$ cat src/rtl/pipe_skid_register.sv
// pipe_skid_register: two-entry in-order pipeline register with a skid slot.
// The main register drives out_data. The skid register absorbs one extra entry
// when downstream stalls. in_ready is registered, so there is no combinational
// path from out_ready to in_ready. An empty block shows FLUSH_VALUE (a bubble).
module pipe_skid_register #(
   parameter int                         NBits       = 32,
   parameter int                         NFields     = 2,
   parameter logic [NFields*NBits-1:0]   FLUSH_VALUE = '0
) (
   input  logic                         clk,
   input  logic                         reset,
   input  logic                         flush,
   input  logic                         in_valid,
   input  logic [NFields*NBits-1:0]     in_data,
   output logic                         in_ready,
   output logic                         out_valid,
   output logic [NFields*NBits-1:0]     out_data,
   input  logic                         out_ready,
   output logic [1:0]                   occupancy
);

   // The state encoding is the occupancy count, so occupancy can be read straight off it.
   typedef enum logic [1:0] {
      EMPTY = 2'd0,
      ONE   = 2'd1,
      FULL  = 2'd2
   } state_e;

   state_e                      state_q, state_d;
   logic [NFields*NBits-1:0]    main_q, main_d;
   logic [NFields*NBits-1:0]    skid_q, skid_d;
   logic                        in_ready_q, in_ready_d;

   logic                        accept;
   logic                        pop;

   assign accept    = in_valid & in_ready_q;
   assign pop       = out_valid & out_ready;

   assign in_ready  = in_ready_q;
   assign out_valid = (state_q != EMPTY);
   assign out_data  = main_q;
   assign occupancy = state_q;

   // Next-state and datapath: flush wins over handshakes; otherwise walk the 0/1/2-entry FIFO.
   always_comb begin
      // NOTE: every signal gets a default before the branches, so no path leaves one unassigned (no latch).
      state_d = state_q;
      main_d  = main_q;
      skid_d  = skid_q;

      if (flush) begin
         state_d = EMPTY;
         main_d  = FLUSH_VALUE;
         skid_d  = FLUSH_VALUE;
      end else begin
         case (state_q)
            EMPTY: begin
               if (accept) begin
                  state_d = ONE;
                  main_d  = in_data;
               end
            end
            ONE: begin
               if (accept && pop) begin
                  main_d  = in_data;
               end else if (accept) begin
                  state_d = FULL;
                  skid_d  = in_data;
               end else if (pop) begin
                  state_d = EMPTY;
                  main_d  = FLUSH_VALUE;
               end
            end
            FULL: begin
               if (pop) begin
                  state_d = ONE;
                  main_d  = skid_q;
               end
            end
            default: begin
               state_d = EMPTY;
               main_d  = FLUSH_VALUE;
               skid_d  = FLUSH_VALUE;
            end
         endcase
      end

      in_ready_d = (state_d != FULL);
   end

   // State and data registers with synchronous reset; reset overrides flush and handshakes.
   always_ff @(posedge clk) begin
      // NOTE: the data registers are reset as well, because an empty block must show FLUSH_VALUE.
      if (reset) begin
         state_q    <= EMPTY;
         main_q     <= FLUSH_VALUE;
         skid_q     <= FLUSH_VALUE;
         in_ready_q <= 1'b1;
      end else begin
         // NOTE: non-blocking assignments, so every register samples the pre-edge values.
         state_q    <= state_d;
         main_q     <= main_d;
         skid_q     <= skid_d;
         in_ready_q <= in_ready_d;
      end
   end

endmodule

$ cat config.mk
export PLATFORM = sky130hd
export DESIGN_NAME = pipe_skid_register
export DESIGN_NICKNAME = d
export VERILOG_FILES = /design/src/rtl/pipe_skid_register.sv
export SDC_FILE = /design/constraint.sdc
export NUM_CORES = 1
export LEC_CHECK = 0
export CORE_ASPECT_RATIO = 1.4
export CORE_MARGIN = 10
export CORE_UTILIZATION = 52
export CTS_BUF_LIST = sky130_fd_sc_hd__clkbuf_4 sky130_fd_sc_hd__clkbuf_8
export CTS_CLUSTER_SIZE = 40
export DETAILED_ROUTE_END_ITERATION = 16
export PLACE_DENSITY = 0.79
export SYNTH_ARGS = -nofsm -noshare
export SYNTH_HDL_FRONTEND = slang
export SYNTH_SLANG_ARGS = --single-unit
$ cat constraint.sdc
create_clock -name clk -period 1.6 [get_ports clk]
set_input_delay 0.32 -clock clk [delete_from_list [all_inputs] [get_ports clk]]
set_output_delay 0.32 -clock clk [all_outputs]
set_load 0.01 [all_outputs]
* Word-level counts from Yosys, hierarchy flattened
Index checks and enable logic that the tools add are counted.
Storage, ports and cells: bits in registers 131, input port bits 69, logic and storage cells 38
Cells by class: equality and inequality tests 9, muxes and demuxes 15, bitwise gates (word level) 3, reductions and logical operators 7
Operator list (number):
- two-way mux 64 bit | 6
- one-hot mux 64 bit (3 select lines) | 1
- one-hot mux 64 bit (2 select lines) | 1
- two-way mux 2 bit | 6
- inequality test 2 bit, second input constant | 5
- inequality test 3 bit, second input constant | 2
- one-hot mux 2 bit (3 select lines) | 1
- AND reduction 4 bit | 1
- OR reduction 2 bit | 2
- AND reduction 3 bit | 1
- bitwise AND 1 bit | 2
- equality test 2 x 1 -> 1 bit, second input constant | 1
- equality test 2 bit, second input constant | 1
- logical NOT 2 bit | 1
- nonzero test 2 bit | 1
- logical AND 1 bit | 1
- NOT 1 bit | 1

* Depth between registers and ports, before layout
word-level depth 8, depth in mapped cells 7, mapped depth without buffers 4

* Worst setup path before layout
Ideal clock, no wire load.
path kind register to output, start reg state_q[0] (netlist: occupancy[0]), end out out_valid, data arrival time 1.243 ns, data required time 1.280 ns, slack 0.037 ns, cell stages (with the launch flop) 5, buffers on the path 3, path through dfxtp_1 -> buf_4 -> buf_4 -> clkbuf_1 -> or2_2
On the way: longest elaborated chain between the ends 1
RTL lines:
- from (decl) | line 29 | state_e state_q, state_d;
- from (signal assigned) | line 102 | state_q <= state_d;
- nonzero test 2 bit | line 41 | assign out_valid = (state_q != EMPTY);
- to (decl) | line 16 | output logic out_valid,
No other way between the ends.

* Worst setup path after layout
start reg state_q[1] (netlist: occupancy[1]), end reg main_q[53] (netlist: out_data[53])
On the way: longest elaborated chain between the ends 5, elaborated cells on any way between the ends 13, classes of those cells eq/ne (6); mux (2); bitwise (1); reduce/logical (4)
RTL lines:
- nonzero test 2 bit | line 41
- bitwise AND 1 bit | line 38 | assign pop = out_valid & out_ready;
- logical AND 1 bit | line 65 | if (accept && pop) begin
- inequality test 3 bit (no line) / two-way mux 64 bit (equally long branches)
- AND reduction 4 bit (no line) / one-hot mux 64 bit (3 select lines) (equally long branches)
- to (signal assigned) | line 103 | main_q <= main_d;
- to (decl) | line 30 | logic [NFields*NBits-1:0] main_q, main_d;
Parallel ways exist; a longest one is shown, timed or not. A chain may end at the register's enable or synchronous reset.

==> flow_summary.yaml <==
status:
  status: "finished, final reports clean"
global_routing:
  grt-ovfl-total: 0
  track_usage: 0.212
  antenna_found_initial: 0
  grt_max_degree: 49
  grt_first_pass_wirelength_um: 28900
  first_global_vias: 5650
synth:
  syn_inst: 636
  synth_area_um2: 6010
  netlist-cell-type-count: 30
  async_reset_ff_frac: 0
  syn_area_per_cell_um2: 9.45
  syn_nets: 705
  synth_edf_count: 0
  synthFlopType: "dfxtp_1"
  yosys_warnings: 0
  ys_ff_latch: 131
  yosysSeqAreaShare: 0.436
critical_path:
  cpMostUsedCell: "buf_12"
  cp_max_fo: 20
  crit_path_cell_trace: "nand3b_2, buf_4, o211ai_4, buf_12, buf_12, a22oi_1, nor2_1"
  critPathKind: "reg -> reg"
  cp-start-kind: "flop"
  cp.arrival_ns: 1.92
  critPathSlowestCell: "dfxtp_4"
  cpPeakStageDelay_ns: 0.39
  required_ns: 1.98
  path_delay_family: "buffers and inverters"
  crit_path_end_kind: "flop"
  path_buf_inv: 3
power_and_ir_drop:
  power_density_nw_per_um2: 941
  ir_drop_mv: 0.621
  switchingPower_w: 0.00205
  p_clk_frac: 0.405
  p_int_w: 0.00564
  seq_power_share: 0.439
  cellLeakagePower_nw: 3.12
  sw_frac_of_total: 0.266
  power.total_w: 0.00768
  comb_power_share: 0.155
timing:
  slew_viol_final: 0
  fmax_mhz: 648
  fin_tns_setup_ns: 0
  period_minus_slack_ns: 1.54
  slew-limit-headroom: 0.804
  hold_viol_final: 0
  setup_violations: 0
  worst_pin_slew_ns: 0.293
  fin_skew_ns: 0.00930
  fin_crit_sh: 0.964
clock_network:
  h-tree-depth: 4
  clock_sinks: 131
  clk_latency_ns: 0.44
  numCtsBuffers: 17
  clk_pin_slew_ns: 0.08
  cts-root-buf: "clkbuf_8"
  hold_buffers: 0
  clock_tree.buffer_depth: 2
  cts_tree: "built"
flow_run:
  cap_violations: 0
route:
  drt-pass1-iter-count: 7
  drc_errors: 0
  drt-total-wl_um: 18600
  vias: 5670
  via_per_inst: 6.09
  drt_iter0_drc: 411
  drtAntennaViolNets: 0
  wl_per_cell_um: 20.0
floorplanning:
  start_util: 0.530
  die-area_um2: 16300
  rows: 46
  die_h_um: 147
  die_x_um: 111
  num_io_pins: 137
  core_region_area_um2: 11300
cells_and_area:
  layout_common_cells: "129 x nor2_1, 128 x dfxtp_1, 107 x a22oi_1, 66 x clkdlybuf4s50_1, 65 x dlygate4sd2_1"
  layout_commonest_cell: "nor2_1"
  drive_above_1_share: 0.151
  design_area_um2: 8170
  nNetsFinal: 843
  fill_cells: 821
  synthToLayoutAreaGrowth_pct: 35.8
  n_antenna_cell: 0
  multi_input_area_um2: 3000
  seq_area_um2: 2630
place:
  dp_hpwl_um: 12400
  numPortBuffers: 136
  gp_congestion: 0.788
  place_area_um2: 7600
min_path:
  hold_path.class: "in -> reg"
==> timing repair <==
item                       in CTS  in global routing
cloned                          0                  2
resized for setup              77                 12
setup buffers                   0                 11
pin swaps                       0                  1
setup endpoints to repair      75                 67
==> path summary, 6_finish.rpt <==
kind	start	end	slack [ns]	cells past startpoint
max	occupancy[1]	out_data[53]	0.06	7
min	out_ready	occupancy[0]	0.43	4
max reg2reg	occupancy[1]	out_data[53]	0.06	7
min reg2reg	skid_q[13]	skid_q[13]	0.51	2
==> routing by layer <==
metal / GRT usage / vias to the layer above / routed length [um]
li1: - / 2621 / -
met1: 0.237 / 2752 / 7320
met2: 0.372 / 255 / 9710
met3: 0.0513 / 42 / 1150
met4: 0.0914 / 0 / 469
met5: 0 / - / 0
==> cell families (layout without fill, tap and decap cells) <==
group           Yosys count  count (layout)  synth area share
compound gates          200             200             0.269
simple gates            173             173             0.118
flops                   131             131             0.436
buf+inv                  68             219            0.0699
mux                      64              64             0.107
==> cells in the mapped netlist, types with 2 or more instances <==
library cell / instances / share of area
buf_6: 16 / 0.030
a22oi_1: 108 / 0.13
a21oi_1: 2 / 0.0017
dfxtp_1: 131 / 0.44
nand3b_1: 3 / 0.0037
nor2_1: 129 / 0.081
or2_2: 2 / 0.0021
nand2_1: 32 / 0.020
buf_4: 6 / 0.0075
clkbuf_1: 26 / 0.016
o2bb2ai_1: 33 / 0.048
a22oi_2: 20 / 0.042
o22ai_1: 31 / 0.032
mux2i_1: 64 / 0.11
buf_2: 18 / 0.015
==> worst min-delay path: stages <==
cell	delay [ns]
buf_2	0.16
nand3_1	0.10
a21oi_1	0.07
o21ba_2	0.19
==> power by group through the flow <==
stage                     Sequential (W)  Combinational [W]  Clock [W]
final                            0.00338            0.00119    0.00311
after global routing             0.00338            0.00128    0.00329
after CTS                        0.00338            0.00114    0.00316
after detailed placement         0.00345            0.00118          0
after global placement           0.00345            0.00114          0
after floorplan                  0.00347           0.000604          0
==> state kept, by name, summed over array words and instances, names as in the netlist <==
name,cells
out_data,64
in_ready,1
skid_q,64
occupancy,2
==> metrics by stage <==
| step | hold WS [ns] | util | std cells | setup slack, ns |
|---|---|---|---|---|
| finish | 0.434 | 0.720 | 931 | 0.0574 |
| floorplan | 0.465 | - | 636 | 0.0374 |
| global route | 0.435 | 0.720 | 931 | -0.0210 |
| detailed placement | 0.485 | 0.671 | 886 | -0.419 |
| global placement | 0.477 | 0.671 | 886 | -0.334 |
| CTS | 0.400 | 0.703 | 918 | -0.0541 |
==> area by class of cell <==
type                            instances  share of cell area
Clock buffer                           18              0.0296
Clock inverter                         14              0.0248
Inverter                                1            0.000460
Multi-Input combinational cell        437               0.367
Sequential cell                       131               0.322
Tap cell                              144              0.0221
Timing Repair Buffer                  186               0.234
(Power assumes the default switching activity.)
